[src/rtl/sdc_controller_regs.sv]
// Byte-addressed control/status register bank for the SD-card controller:
// 32 x 32-bit registers behind an 8-bit synchronous-write / combinational-read port.
module sdc_controller_regs (
  input  logic       clk,
  input  logic       rst,
  input  logic [6:0] addr,
  input  logic [7:0] data_in,
  input  logic       we,
  output logic [7:0] data_out
);

  // Writable bits per register; read-only and reserved slots are all zero,
  // so their storage only ever holds the reset value.
  function automatic logic [31:0] reg_wmask(input logic [4:0] idx);
    case (idx)
      5'd0, 5'd2, 5'd3,
      5'd4, 5'd5, 5'd24: reg_wmask = 32'hFFFF_FFFF;
      5'd1:              reg_wmask = 32'h0000_3FFF;
      5'd6, 5'd8:        reg_wmask = 32'h00FF_FFFF;
      5'd7:              reg_wmask = 32'h0000_0003;
      5'd9:              reg_wmask = 32'h0000_00FF;
      5'd10:             reg_wmask = 32'h0000_0001;
      5'd13, 5'd14:      reg_wmask = 32'h0000_001F;
      5'd15, 5'd16:      reg_wmask = 32'h0000_0007;
      5'd17:             reg_wmask = 32'h0000_0FFF;
      5'd18:             reg_wmask = 32'h0000_FFFF;
      default:           reg_wmask = 32'h0000_0000;
    endcase
  endfunction

  function automatic logic [31:0] reg_reset(input logic [4:0] idx);
    case (idx)
      5'd17:   reg_reset = 32'h0000_01FF;
      5'd31:   reg_reset = 32'h0001_5344;
      default: reg_reset = 32'h0000_0000;
    endcase
  endfunction

  logic [31:0] regs_r [0:31];
  logic [4:0]  sel_s;
  logic [31:0] lane_mask_s;
  logic [31:0] wr_word_s;
  logic [31:0] rd_word_s;

  assign sel_s = addr[6:2];

  // Merge the incoming byte into the selected register, one lane only.
  always_comb begin
    lane_mask_s = 32'h0000_0000;
    case (addr[1:0])
      2'd0:    lane_mask_s = 32'h0000_00FF;
      2'd1:    lane_mask_s = 32'h0000_FF00;
      2'd2:    lane_mask_s = 32'h00FF_0000;
      2'd3:    lane_mask_s = 32'hFF00_0000;
      default: lane_mask_s = 32'h0000_0000;
    endcase
    wr_word_s = (regs_r[sel_s] & ~(lane_mask_s & reg_wmask(sel_s)))
              | ({4{data_in}} & lane_mask_s & reg_wmask(sel_s));
  end

  // Register storage with asynchronous reset to per-register defaults.
  always_ff @(posedge clk or posedge rst) begin
    if (rst) begin
      for (int i = 0; i < 32; i++) begin
        regs_r[i] <= reg_reset(5'(i));
      end
    end else if (we) begin
      regs_r[sel_s] <= wr_word_s;
    end
  end

  // Combinational byte read of the addressed lane.
  always_comb begin
    rd_word_s = regs_r[sel_s];
    case (addr[1:0])
      2'd0:    data_out = rd_word_s[7:0];
      2'd1:    data_out = rd_word_s[15:8];
      2'd2:    data_out = rd_word_s[23:16];
      2'd3:    data_out = rd_word_s[31:24];
      default: data_out = 8'h00;
    endcase
  end

endmodule

[config.mk]
export PLATFORM = sky130hd
export DESIGN_NAME = sdc_controller_regs
export DESIGN_NICKNAME = d
export VERILOG_FILES = /design/src/rtl/sdc_controller_regs.sv
export SDC_FILE = /design/constraint.sdc
export NUM_CORES = 2
export LEC_CHECK = 0
export BUFFER_PORTS_ARGS = -buffer_cell sky130_fd_sc_hd__buf_2
export CAP_MARGIN = 20
export CORE_MARGIN = 8
export CORE_UTILIZATION = 58
export CTS_BUF_LIST = sky130_fd_sc_hd__clkbuf_2 sky130_fd_sc_hd__clkbuf_4 sky130_fd_sc_hd__clkbuf_8
export CTS_CLUSTER_DIAMETER = 60
export DETAILED_ROUTE_END_ITERATION = 8
export GPL_TIMING_DRIVEN = 0
export PLACE_DENSITY_LB_ADDON = 0.1
export SLEW_MARGIN = 20
export SYNTH_ARGS = -nofsm -noshare
export SYNTH_HDL_FRONTEND = slang
export SYNTH_SLANG_ARGS = --single-unit
[constraint.sdc]
create_clock -name clk -period 49.4 [get_ports clk]
set_input_delay 14.82 -clock clk [delete_from_list [all_inputs] [get_ports clk]]
set_output_delay 14.82 -clock clk [all_outputs]
set_load 0.05 [all_outputs]
==> flow_results.xml <==
<?xml version="1.0" encoding="UTF-8"?>
<metrics>
  <group name="worst_setup_path">
    <metric name="critPathRequiredTime" unit="ns">34.58</metric>
    <metric name="crit_path_category" unit="">input port to output port</metric>
    <metric name="r2r_cells" unit="">7</metric>
    <metric name="rr_endpoint" unit="">regs_r[351]</metric>
    <metric name="cp_data_arrival_time" unit="ns">20.52</metric>
    <metric name="reg2reg_setup_slack" unit="ns">45.05</metric>
    <metric name="timing.rr.start" unit="">regs_r[863]</metric>
    <metric name="setup.worst_path.end_class" unit="">output port</metric>
    <metric name="setup.worst_path.start_class" unit="">input port</metric>
    <metric name="worst-path-max-fanout" unit="">10</metric>
  </group>
  <group name="yosys">
    <metric name="yosys_most_used_dff" unit="">dfrtp_1</metric>
    <metric name="synth_cell_types" unit="">70</metric>
    <metric name="synth.top_cells.by_area" unit="">dfrtp_1 54%, mux2i_1 8.4%, o21ai_0 8.3%, nand2_1 7.8%, mux2_2 3.3%</metric>
    <metric name="synth-seq-cells" unit="">1024</metric>
    <metric name="number_of_enable_type_register_cells_in_the_synthesized_netlist" unit="">0</metric>
    <metric name="most_common_cell_in_the_synthesized_netlist" unit="">dfrtp_1</metric>
    <metric name="yosysWarningCount" unit="">0</metric>
    <metric name="synth.net_count" unit="">4418</metric>
    <metric name="post_synth.cell_area_avg" unit="µm²">10.5</metric>
    <metric name="synthesis.area" unit="µm²">46300</metric>
    <metric name="synth_top_cells_by_count" unit="">1008 x dfrtp_1, 958 x nand2_1, 769 x o21ai_0</metric>
    <metric name="postSynth.asyncResetShare" unit="%">100</metric>
    <metric name="ys_seq_area_share" unit="%">55.3</metric>
    <metric name="yosysTopAreaCellShare" unit="%">54.4</metric>
    <metric name="synth_top_area_cell" unit="">dfrtp_1</metric>
    <metric name="post_synth_inst_count" unit="">4395</metric>
  </group>
  <group name="place">
    <metric name="io_buffer_count" unit="">23</metric>
    <metric name="hpwl" unit="mm">154</metric>
    <metric name="placed_cells_incl_taps" unit="">5485</metric>
    <metric name="post_dp_cell_area" unit="µm²">48200</metric>
    <metric name="gp_congestion" unit="">1.10</metric>
    <metric name="place_ws" unit="ns">14.61</metric>
  </group>
  <group name="clock_tree">
    <metric name="post-cts-setup-buffers" unit="">0</metric>
    <metric name="tritoncts_clock_tree" unit="">yes</metric>
    <metric name="clock_latency" unit="ns">0.88</metric>
    <metric name="cts-buffers-inserted" unit="">169</metric>
    <metric name="clkSinkCount" unit="">1024</metric>
    <metric name="h-tree-depth" unit="">4</metric>
    <metric name="cts-root-to-sink-buffers" unit="">3</metric>
    <metric name="cts.repair.resized" unit="">0</metric>
    <metric name="clkSlewWorstSetupHoldPaths" unit="ns">0.06</metric>
    <metric name="cts.hold.buffers_added" unit="">0</metric>
    <metric name="root_buf_cell" unit="">clkbuf_8</metric>
  </group>
  <group name="drt">
    <metric name="highest_layer" unit="">met5</metric>
    <metric name="post_drt_wl_per_cell" unit="µm">36.6</metric>
    <metric name="via_count" unit="">40400</metric>
    <metric name="wl" unit="mm">212</metric>
    <metric name="routedLengthMet1" unit="mm">78.6</metric>
    <metric name="drtIter0Drc" unit="">6147</metric>
    <metric name="first_pass_iters" unit="">7</metric>
    <metric name="detailroute.wirelength.met2" unit="mm">82.1</metric>
    <metric name="vias_per_cell" unit="">6.96</metric>
    <metric name="antenna_violating_nets_remaining" unit="">0</metric>
    <metric name="met3WireLength" unit="mm">35.7</metric>
    <metric name="post-route-drc-count" unit="">0</metric>
  </group>
  <group name="global_route">
    <metric name="grt_max_degree" unit="">108</metric>
    <metric name="grt_first_pass_wirelength" unit="mm">294</metric>
    <metric name="globalRouteTotalUtil" unit="%">46.7</metric>
    <metric name="antenna_found_initial" unit="">4</metric>
    <metric name="first_global_vias" unit="">38200</metric>
    <metric name="overflow" unit="">0</metric>
  </group>
  <group name="timing">
    <metric name="slew_viols_final" unit="">0</metric>
    <metric name="timing.fmax" unit="MHz">28.3</metric>
    <metric name="final.setup_skew" unit="ns">0.0502</metric>
    <metric name="min_period_over_period" unit="%">71.5</metric>
    <metric name="finalSetupViolCount" unit="">0</metric>
    <metric name="hold_slack" unit="ns">0.475</metric>
    <metric name="endpoints_failing_hold" unit="">0</metric>
    <metric name="rsz0062_at_grt" unit="">no</metric>
    <metric name="worstMarginPinSlew" unit="ns">1.30</metric>
    <metric name="setup_ws" unit="ns">14.06</metric>
    <metric name="final.setup.tns" unit="ns">0</metric>
    <metric name="timing.final.crit_period" unit="ns">35.34</metric>
    <metric name="max_slew_margin_vs_limit" unit="%">13.5</metric>
  </group>
  <group name="power_and_ir_drop">
    <metric name="clk_network_pwr_share" unit="%">39.6</metric>
    <metric name="switching_share" unit="%">30.1</metric>
    <metric name="vdd_ir_drop_max" unit="µV">36.8</metric>
    <metric name="cellLeakagePower" unit="nW">23.7</metric>
    <metric name="total_power" unit="mW">2.16</metric>
    <metric name="p_int" unit="mW">1.51</metric>
    <metric name="seq_power_share" unit="%">45.5</metric>
    <metric name="net_switching_power_of_the_design" unit="mW">0.650</metric>
    <metric name="power.share.combinational" unit="%">14.9</metric>
    <metric name="pwr_density_cell" unit="nW/µm²">41.5</metric>
  </group>
  <group name="flow_run">
    <metric name="max_cap_violations" unit="">0</metric>
  </group>
  <group name="worst_hold_path">
    <metric name="worst_hold_startpoint" unit="">regs_r[645]</metric>
    <metric name="min_delay_worst_endpoint" unit="">regs_r[645]</metric>
    <metric name="timing.hold.worst.class" unit="">register to register</metric>
    <metric name="min_delay_path_depth" unit="">2</metric>
  </group>
  <group name="finish">
    <metric name="flip_flop_count_of_the_largest_register_all_copies_and_words_added" unit="">1024</metric>
    <metric name="post_layout_nonfiller_instances" unit="">5806</metric>
    <metric name="syn2layout_area_growth" unit="%">12.4</metric>
    <metric name="regMostFlops" unit="">regs_r</metric>
    <metric name="finalNetCount" unit="">4629</metric>
    <metric name="final_util" unit="%">65.9</metric>
    <metric name="stdcell_area" unit="µm²">52100</metric>
    <metric name="final.fill_count" unit="">6403</metric>
    <metric name="post_route_cells_drive_above_1_share" unit="%">15.0</metric>
    <metric name="layout_top_registers" unit="">regs_r: 1024 flops</metric>
  </group>
  <group name="die">
    <metric name="floorplan.rows" unit="">103</metric>
    <metric name="die_w" unit="µm">299</metric>
    <metric name="io-pin-count" unit="">26</metric>
    <metric name="die-height" unit="µm">299</metric>
    <metric name="die_area" unit="µm²">89200</metric>
    <metric name="floorplan.core_area" unit="µm²">79000</metric>
    <metric name="floorplan.initialDensity" unit="%">58.7</metric>
  </group>
  <group name="status">
    <metric name="status" unit="">complete, no violations</metric>
  </group>
</metrics>
==> cells by family (layout without fill, tap and decap cells) <==
group	after synthesis	after routing	share of synthesized area (%)
multiplexers	587	587	14.8
flip-flops	1024	1024	55.3
adder cells (fa/ha/maj)	5	5	0.135
AO/OA/AOI/OAI	1196	1196	14.9
other	0	9	0
buffers and inverters	424	776	4.39
AND/OR/NAND/NOR	1159	1159	10.4
==> cell usage in the layout, fill, tap and decap left out, types with 7 or more instances in the layout <==
master / instances
a22o_1: 12
inv_1: 7
buf_2: 86
mux2i_1: 386
buf_4: 9
o22ai_1: 152
o21bai_1: 11
o21a_1: 9
bufinv_16: 8
clkbuf_4: 52
o21ai_0: 768
buf_6: 40
clkbuf_1: 290
nor3_1: 18
or4_1: 11
nand2b_1: 7
buf_16: 10
clkinv_2: 19
clkbuf_8: 221
nand4_1: 13
o21ai_1: 11
o31ai_1: 135
buf_1: 10
a21oi_1: 15
dfrtp_1: 1008
a22oi_1: 43
diode_2: 9
nor4_1: 21
nor2_1: 36
nor2b_1: 13
dfstp_2: 16
mux4_2: 66
nand2_1: 958
mux2_2: 134
and2_1: 12
nand3_1: 25
==> area by class of cell <==
type / instances / area [µm²] / share of cell area (%)
repair buffers: 40 / 473 / 0.908
clock buffers: 273 / 3430 / 6.59
multi-input cells: 2947 / 18700 / 35.9
inverters: 9 / 41.3 / 0.0793
clock inverters: 39 / 452 / 0.867
plain buffers: 415 / 2000 / 3.84
well taps: 1050 / 1310 / 2.52
flip-flops and latches: 1024 / 25600 / 49.2
diodes: 9 / 22.5 / 0.0432
==> worst max path at each step <==
stage	start	endpoint	cells past startpoint
finish	addr[2]	data_out[0]	14
global route	addr[2]	data_out[0]	14
CTS	addr[2]	data_out[0]	14
detailed placement	addr[2]	data_out[0]	14
global placement	rst	regs_r[632]	2
floorplan	rst	regs_r[0]	1
==> power groups by stage <==
stage	sequential [mW]	combinational (mW)	clock [mW]
2_1_floorplan	0.982	0.184	0
3_3_place_gp	0.995	0.293	0
3_5_place_dp	0.994	0.303	0
4_1_cts	0.980	0.304	0.848
5_1_grt	0.990	0.336	0.887
6_report	0.983	0.323	0.855
==> worst max-delay path, stage by stage <==
cell and delay, ns:
buf_2 0.17, buf_6 0.15, buf_6 0.28, buf_6 0.30, buf_6 0.33, buf_6 0.31, buf_2 0.69, mux2i_1 1.03
o22ai_1 0.18, nor4_2 0.79, nand2_1 0.20, o32ai_1 0.56, a221oi_1 0.35, buf_2 0.31
==> per-layer routing <==
metal / vias to the layer above / global-route usage [%]
li1: 16000 / -
met4: 4 / 28.4
met3: 760 / 24.4
met2: 3334 / 60.6
met5: - / 0
met1: 20300 / 61.3
(Power assumes the default switching activity.)
